===== src/rtl/decode_if.sv =====
// Decode-stage bus: fetch offer, register-file read port, writeback/flush and execute handoff.
// master = surrounding pipeline, slave = decode_stage.
interface decode_if;
    logic        instr_valid;
    logic [31:0] instr;
    logic        instr_ready;
    logic [4:0]  data_addr1;
    logic [4:0]  data_addr2;
    logic [31:0] rf_data1;
    logic [31:0] rf_data2;
    logic        wb_valid;
    logic [4:0]  wb_addr;
    logic        flush;
    logic        ex_valid;
    logic        ex_ready;
    logic [4:0]  ex_rd;
    logic [6:0]  ex_opcode;
    logic [2:0]  ex_funct3;
    logic [6:0]  ex_funct7;
    logic [31:0] ex_imm;
    logic [31:0] ex_rs1_val;
    logic [31:0] ex_rs2_val;
    logic        ex_we;

    modport master (
        output instr_valid, instr, rf_data1, rf_data2, wb_valid, wb_addr, flush, ex_ready,
        input  instr_ready, data_addr1, data_addr2, ex_valid, ex_rd, ex_opcode, ex_funct3,
               ex_funct7, ex_imm, ex_rs1_val, ex_rs2_val, ex_we
    );

    modport slave (
        input  instr_valid, instr, rf_data1, rf_data2, wb_valid, wb_addr, flush, ex_ready,
        output instr_ready, data_addr1, data_addr2, ex_valid, ex_rd, ex_opcode, ex_funct3,
               ex_funct7, ex_imm, ex_rs1_val, ex_rs2_val, ex_we
    );
endinterface


===== src/rtl/decode_stage.sv =====
// RV32I decode stage: field/immediate decode, pending-write scoreboard, registered execute handoff.
// Define DECODE_WB_BYPASS_EN to let a dependent instruction issue in its writeback cycle.
module decode_stage (
    input logic     clk,
    input logic     reset,
    decode_if.slave bus
);
    localparam logic [6:0] OpLui    = 7'b0110111;
    localparam logic [6:0] OpAuipc  = 7'b0010111;
    localparam logic [6:0] OpJal    = 7'b1101111;
    localparam logic [6:0] OpJalr   = 7'b1100111;
    localparam logic [6:0] OpBranch = 7'b1100011;
    localparam logic [6:0] OpLoad   = 7'b0000011;
    localparam logic [6:0] OpStore  = 7'b0100011;
    localparam logic [6:0] OpImm    = 7'b0010011;
    localparam logic [6:0] OpOp     = 7'b0110011;

    logic [31:0] pending_q, pending_d, pending_eff;
    logic        ex_valid_q, ex_valid_d;
    logic [4:0]  ex_rd_q, ex_rd_d;
    logic [6:0]  ex_opcode_q, ex_opcode_d;
    logic [2:0]  ex_funct3_q, ex_funct3_d;
    logic [6:0]  ex_funct7_q, ex_funct7_d;
    logic [31:0] ex_imm_q, ex_imm_d;
    logic [31:0] ex_rs1_val_q, ex_rs1_val_d;
    logic [31:0] ex_rs2_val_q, ex_rs2_val_d;
    logic        ex_we_q, ex_we_d;

    logic [31:0] ins;
    logic [6:0]  opcode;
    logic [4:0]  rs1, rs2, rd;
    logic        rs1_used, rs2_used, we_dec;
    logic [31:0] imm_dec;
    logic        hazard, ready, accept;

    assign ins    = bus.instr;
    assign opcode = ins[6:0];
    assign rd     = ins[11:7];
    assign rs1    = ins[19:15];
    assign rs2    = ins[24:20];

    assign bus.data_addr1 = rs1;
    assign bus.data_addr2 = rs2;

    always_comb begin
        rs1_used = 1'b1;
        rs2_used = 1'b0;
        we_dec   = 1'b0;
        imm_dec  = '0;
        case (opcode)
            OpLui, OpAuipc: begin
                rs1_used = 1'b0;
                we_dec   = 1'b1;
                imm_dec  = {ins[31:12], 12'b0};
            end
            OpJal: begin
                rs1_used = 1'b0;
                we_dec   = 1'b1;
                imm_dec  = {{12{ins[31]}}, ins[19:12], ins[20], ins[30:21], 1'b0};
            end
            OpJalr, OpLoad, OpImm: begin
                we_dec  = 1'b1;
                imm_dec = {{21{ins[31]}}, ins[30:20]};
            end
            OpOp: begin
                rs2_used = 1'b1;
                we_dec   = 1'b1;
            end
            OpStore: begin
                rs2_used = 1'b1;
                imm_dec  = {{21{ins[31]}}, ins[30:25], ins[11:7]};
            end
            OpBranch: begin
                rs2_used = 1'b1;
                imm_dec  = {{20{ins[31]}}, ins[7], ins[30:25], ins[11:8], 1'b0};
            end
            default: ;
        endcase
        if (rd == 5'd0) we_dec = 1'b0;
    end

`ifdef DECODE_WB_BYPASS_EN
    // Retiring write is visible this cycle, so its pending bit no longer blocks issue.
    always_comb begin
        pending_eff = pending_q;
        if (bus.wb_valid) pending_eff[bus.wb_addr] = 1'b0;
    end
`else
    assign pending_eff = pending_q;
`endif

    assign hazard = (rs1_used && pending_eff[rs1]) || (rs2_used && pending_eff[rs2]);
    assign ready  = !hazard && (!ex_valid_q || bus.ex_ready) && !bus.flush;
    assign accept = bus.instr_valid && ready;
    assign bus.instr_ready = ready;

    always_comb begin
        pending_d    = pending_q;
        ex_valid_d   = ex_valid_q;
        ex_rd_d      = ex_rd_q;
        ex_opcode_d  = ex_opcode_q;
        ex_funct3_d  = ex_funct3_q;
        ex_funct7_d  = ex_funct7_q;
        ex_imm_d     = ex_imm_q;
        ex_rs1_val_d = ex_rs1_val_q;
        ex_rs2_val_d = ex_rs2_val_q;
        ex_we_d      = ex_we_q;

        if (bus.wb_valid && bus.wb_addr != 5'd0) pending_d[bus.wb_addr] = 1'b0;
        if (bus.flush && ex_valid_q && ex_we_q) pending_d[ex_rd_q] = 1'b0;
        // Applied last so a same-edge set beats any clear of that bit.
        if (accept && we_dec) pending_d[rd] = 1'b1;
        pending_d[0] = 1'b0;

        if (bus.flush) begin
            ex_valid_d = 1'b0;
        end else if (accept) begin
            ex_valid_d   = 1'b1;
            ex_rd_d      = rd;
            ex_opcode_d  = opcode;
            ex_funct3_d  = ins[14:12];
            ex_funct7_d  = ins[31:25];
            ex_imm_d     = imm_dec;
            ex_rs1_val_d = bus.rf_data1;
            ex_rs2_val_d = bus.rf_data2;
            ex_we_d      = we_dec;
        end else if (bus.ex_ready) begin
            ex_valid_d = 1'b0;
        end
    end

    always_ff @(posedge clk or posedge reset) begin
        if (reset) begin
            pending_q    <= '0;
            ex_valid_q   <= 1'b0;
            ex_rd_q      <= '0;
            ex_opcode_q  <= '0;
            ex_funct3_q  <= '0;
            ex_funct7_q  <= '0;
            ex_imm_q     <= '0;
            ex_rs1_val_q <= '0;
            ex_rs2_val_q <= '0;
            ex_we_q      <= 1'b0;
        end else begin
            pending_q    <= pending_d;
            ex_valid_q   <= ex_valid_d;
            ex_rd_q      <= ex_rd_d;
            ex_opcode_q  <= ex_opcode_d;
            ex_funct3_q  <= ex_funct3_d;
            ex_funct7_q  <= ex_funct7_d;
            ex_imm_q     <= ex_imm_d;
            ex_rs1_val_q <= ex_rs1_val_d;
            ex_rs2_val_q <= ex_rs2_val_d;
            ex_we_q      <= ex_we_d;
        end
    end

    assign bus.ex_valid   = ex_valid_q;
    assign bus.ex_rd      = ex_rd_q;
    assign bus.ex_opcode  = ex_opcode_q;
    assign bus.ex_funct3  = ex_funct3_q;
    assign bus.ex_funct7  = ex_funct7_q;
    assign bus.ex_imm     = ex_imm_q;
    assign bus.ex_rs1_val = ex_rs1_val_q;
    assign bus.ex_rs2_val = ex_rs2_val_q;
    assign bus.ex_we      = ex_we_q;
endmodule


===== src/flat_wrapper.sv =====
// flat-port wrapper written by rule: the top's interface ports become plain ports
module decode_stage_flat 
  (clk, reset, bus_instr_valid, bus_instr, bus_rf_data1, bus_rf_data2, bus_wb_valid, bus_wb_addr, bus_flush, bus_ex_ready, bus_instr_ready, bus_data_addr1, bus_data_addr2, bus_ex_valid, bus_ex_rd, bus_ex_opcode, bus_ex_funct3, bus_ex_funct7, bus_ex_imm, bus_ex_rs1_val, bus_ex_rs2_val, bus_ex_we);
  decode_if bus_i ();
  input logic clk;
  input logic reset;
  input wire logic [$bits(bus_i.instr_valid)-1:0] bus_instr_valid;
  input wire logic [$bits(bus_i.instr)-1:0] bus_instr;
  input wire logic [$bits(bus_i.rf_data1)-1:0] bus_rf_data1;
  input wire logic [$bits(bus_i.rf_data2)-1:0] bus_rf_data2;
  input wire logic [$bits(bus_i.wb_valid)-1:0] bus_wb_valid;
  input wire logic [$bits(bus_i.wb_addr)-1:0] bus_wb_addr;
  input wire logic [$bits(bus_i.flush)-1:0] bus_flush;
  input wire logic [$bits(bus_i.ex_ready)-1:0] bus_ex_ready;
  output wire logic [$bits(bus_i.instr_ready)-1:0] bus_instr_ready;
  output wire logic [$bits(bus_i.data_addr1)-1:0] bus_data_addr1;
  output wire logic [$bits(bus_i.data_addr2)-1:0] bus_data_addr2;
  output wire logic [$bits(bus_i.ex_valid)-1:0] bus_ex_valid;
  output wire logic [$bits(bus_i.ex_rd)-1:0] bus_ex_rd;
  output wire logic [$bits(bus_i.ex_opcode)-1:0] bus_ex_opcode;
  output wire logic [$bits(bus_i.ex_funct3)-1:0] bus_ex_funct3;
  output wire logic [$bits(bus_i.ex_funct7)-1:0] bus_ex_funct7;
  output wire logic [$bits(bus_i.ex_imm)-1:0] bus_ex_imm;
  output wire logic [$bits(bus_i.ex_rs1_val)-1:0] bus_ex_rs1_val;
  output wire logic [$bits(bus_i.ex_rs2_val)-1:0] bus_ex_rs2_val;
  output wire logic [$bits(bus_i.ex_we)-1:0] bus_ex_we;
  assign bus_i.instr_valid = bus_instr_valid;
  assign bus_i.instr = bus_instr;
  assign bus_i.rf_data1 = bus_rf_data1;
  assign bus_i.rf_data2 = bus_rf_data2;
  assign bus_i.wb_valid = bus_wb_valid;
  assign bus_i.wb_addr = bus_wb_addr;
  assign bus_i.flush = bus_flush;
  assign bus_i.ex_ready = bus_ex_ready;
  assign bus_instr_ready = bus_i.instr_ready;
  assign bus_data_addr1 = bus_i.data_addr1;
  assign bus_data_addr2 = bus_i.data_addr2;
  assign bus_ex_valid = bus_i.ex_valid;
  assign bus_ex_rd = bus_i.ex_rd;
  assign bus_ex_opcode = bus_i.ex_opcode;
  assign bus_ex_funct3 = bus_i.ex_funct3;
  assign bus_ex_funct7 = bus_i.ex_funct7;
  assign bus_ex_imm = bus_i.ex_imm;
  assign bus_ex_rs1_val = bus_i.ex_rs1_val;
  assign bus_ex_rs2_val = bus_i.ex_rs2_val;
  assign bus_ex_we = bus_i.ex_we;
  decode_stage u_core (.clk(clk), .reset(reset), .bus(bus_i));
endmodule

===== config.mk =====
export PLATFORM = sky130hd
export DESIGN_NAME = decode_stage_flat
export DESIGN_NICKNAME = d
export VERILOG_FILES = /design/src/rtl/decode_if.sv /design/src/rtl/decode_stage.sv /design/src/flat_wrapper.sv
export SDC_FILE = /design/constraint.sdc
export NUM_CORES = 1
export LEC_CHECK = 0
export CORE_UTILIZATION = 40
export CTS_CLUSTER_DIAMETER = 200
export DETAILED_ROUTE_END_ITERATION = 10
export GPL_ROUTABILITY_DRIVEN = 0
export PLACE_DENSITY = 0.79
export RECOVER_POWER = 50
export SLEW_MARGIN = 30
export SYNTH_ARGS = -nofsm -noshare
export SYNTH_HDL_FRONTEND = slang
export SYNTH_SLANG_ARGS = --single-unit

===== constraint.sdc =====
create_clock -name clk -period 10.21 [get_ports clk]
set_input_delay 1.5315 -clock clk [delete_from_list [all_inputs] [get_ports clk]]
set_output_delay 1.5315 -clock clk [all_outputs]
set_load 0.01 [all_outputs]

==> qor.yml <==
outcome:
  outcome: "complete, but fails checks"
  violations: "max-capacitance violations, max-slew violations"
setup_path:
  crit_chain: "clkdlybuf4s50_1 -> mux2i_1 -> mux4_2 -> or3_1 -> a41oi_1 -> nor3b_1 -> and2_1 -> clkdlybuf4s50_1"
  cp_max_fo: 18
  slowest_delay_ns: 1.12
  cp_slowest_cell: "clkdlybuf4s50_1"
  timing.critical_path.mode_cell: "clkdlybuf4s50_1"
  crit_required_ns: 8.68
  cp.arrival_ns: 4.69
  crit_type: "in2out"
  critPathLaunchType: "primary input"
  cp-end-kind: "output port"
routing:
  drtAntennaViolNets: 0
  vias_per_cell: 5.560
  vias: 5777
  drt_iter0_markers: 503
  avgRoutedWirePerCell_um: 19.16
  drc: 0
  drt-total-wl_mm: 19.91
  drt_pass1_iterations: 5
global_route:
  grt_first_pass_wirelength_mm: 30.78
  antenna_found_initial: 1
  first_global_vias: 5795
  track_usage_pct: 21.63
  grt_max_degree: 100
  overflow: 0
sta:
  tightest_slew_ns: 3.503
  rsz0062_at_grt: "false"
  drv_slew: 80
  min_period_over_period_pct: 60.97
  finalSetupTns_ns: 0
  finClkSkew_ns: 0.01007
  min_period_ns: 6.225
  hold_viol: 0
  fmax_ghz: 0.1607
  hold_ws_ns: 0.4972
  relSlewSlack_pct: -134.8
  finalSetupViolations: 0
clock_tree:
  numClockSinks: 151
  holdBufCountCts: 0
  cts_resized: 0
  clock_latency_ns: 0.42
  numCtsBuffers: 17
  htree_levels: 4
  clockBufferDepth: 2
  cts_setup_buffers: 0
  clock-root-buffer: "clkbuf_16"
  clk_pin_slew_worst_paths_ns: 0.06
  cts_tree: "done"
synthesis:
  yosysWarnings: 0
  synth_area_leaders: "dfrtp_1 52%, mux2_2 15%, mux2i_1 6.1%, o221ai_1 3.9%, o41ai_1 3.4%"
  synth_common_cells: "151 x dfrtp_1, 95 x mux2_2, 44 x mux2i_1"
  yosysSeqAreaShare_pct: 52.00
  synth_top_area_cell: "dfrtp_1"
  synth_edf_count: 0
  synth_area_sq_mm: 0.007267
  ys_async_sr_fraction_pct: 100.0
  syn_avg_cell_area_sq_um: 12.23
  synth_cells: 594
  yosysMostFrequentCell: "dfrtp_1"
  synth-seq-cells: 151
  syn-num-nets: 701
  synth_flop_cell: "dfrtp_1"
  ys_types: 45
  post-synth-top-area-fraction_pct: 52.00
floorplan:
  dieArea_sq_mm: 0.01871
  die_w_um: 136.8
  initial_core_util_pct: 41.44
  io_pins: 238
  rows: 48
  die_h_um: 136.8
  core-area_sq_mm: 0.01754
pwr:
  total_power_mw: 1.754
  peakVddDrop_uv: 124.3
  leakagePower_nw: 4.365
  power_density_mw_per_mm2: 171.7
cells_and_area:
  drive_above_1_share_pct: 17.81
  fin_nets: 908
  fillers: 1472
  area_delta_synth_final_pct: 40.58
  diodes: 0
  final_cell_area_sq_mm: 0.01022
placement:
  dpl_cell_area_sq_mm: 0.009654
  port_buffers: 237
  detailed_place_hpwl_mm: 14.17
job:
  maxCapViolCount: 1
worst_hold_path:
  hp-class: "reg2reg"
[routing by layer]
metal  global-route usage, %  part of all wire, %  up-vias
li1                        -                    -     2628
met1                   27.27                   40     2809
met2                   33.76                   48      301
met3                   7.667                  9.8       39
met4                   8.852                  2.6        0
met5                       0                    0        -
[state kept, by name (all words and copies together) (netlist names)]
name	cells
u_core.bus.ex_rs1_val	32
u_core.bus.ex_we	1
u_core.bus.ex_valid	1
u_core.bus.ex_rs2_val	32
u_core.bus.ex_funct3	3
u_core.bus.ex_rd	5
u_core.bus.ex_opcode	7
u_core.bus.ex_funct7	7
u_core.bus.ex_imm	32
u_core.pending_eff	31
[report_power, final]
part	switching (mW)	internal (mW)	leakage, nW
logic	0.180	0.239	2.19
clock network	0.246	0.349	0.263
registers	0.0523	0.687	1.91
total	0.478	1.28	4.37
[final timing paths]
path	slack, ns	cells after the start	startpoint	to
min reg2reg	0.50	1	u_core.bus.ex_rs2_val[8]$_DFFE_PP0P_	u_core.bus.ex_rs2_val[8]$_DFFE_PP0P_
max in group asynchronous	5.91	3	reset	u_core.bus.ex_imm[16]$_DFFE_PP0P_
min	0.50	1	u_core.bus.ex_rs2_val[8]$_DFFE_PP0P_	u_core.bus.ex_rs2_val[8]$_DFFE_PP0P_
max reg2reg	6.44	8	u_core.pending_eff[16]$_DFF_PP0_	u_core.bus.ex_rs1_val[21]$_DFFE_PP0P_
max	3.99	8	bus_instr[16]	bus_instr_ready
min in group asynchronous	2.60	2	reset	u_core.bus.ex_rs2_val[13]$_DFFE_PP0P_
[critical path, delay by kind of cell]
kind | cells | cell delay, ns
compound gates | 1 | 0.24
buf+inv | 2 | 1.64
mux | 2 | 0.67
simple gates | 3 | 0.60
[cell type report]
type	count	area [sq um]	share of cell area, %
Clock inverter	10	96.34	0.9431
Clock buffer	22	464.2	4.544
Multi-Input combinational cell	361	3083	30.18
Inverter	31	117.6	1.151
Tap cell	225	281.5	2.756
Timing Repair Buffer	239	2395	23.44
Sequential cell	151	3779	36.99
[kinds of logic after synthesis]
logic type,after synthesis,synth area share [%]
DFF,151,52.00
muxes,143,22.02
AOI/OAI and AO/OA,115,12.71
and+or+nand+nor,103,7.576
buffers and inverters,82,5.699
[cell usage in the layout (no fill, tap or decap), types with 3 or more instances in the layout]
cell type        Yosys  routed
mux2_2              95      95
clkbuf_1            16       3
nand2b_1             8       8
dlygate4sd3_1        0     114
dfrtp_1            151     151
a22o_1               4       4
o41ai_2              4       4
a21oi_1             23      23
a22oi_1              3       3
or3_1                4       4
mux4_2               4       4
or3b_2               4       4
nand3b_1             8       8
o21ai_0              6       6
nand3_1             13      13
nor2_1              11      11
o221ai_1            32      32
nor2b_1             11      11
mux2i_1             44      44
o41ai_1             28      28
clkbuf_16            0      17
nand2_1             31      31
and2_1               3       3
inv_1               31      30
clkdlybuf4s50_1      0     123
clkinvlp_4           0       4
a2111oi_0            3       3
[through the flow]
| stage | std cells | worst slack, ns | utilization (%) |
|---|---|---|---|
| after floorplan | 594 | 4.614 | - |
| after global placement | 1007 | 3.990 | 55.03 |
| after detailed placement | 1007 | 3.973 | 55.05 |
| after CTS | 1039 | 3.968 | 58.25 |
| after global routing | 1039 | 3.809 | 58.25 |
| final | 1039 | 3.985 | 58.25 |
(Power assumes the default switching activity.)
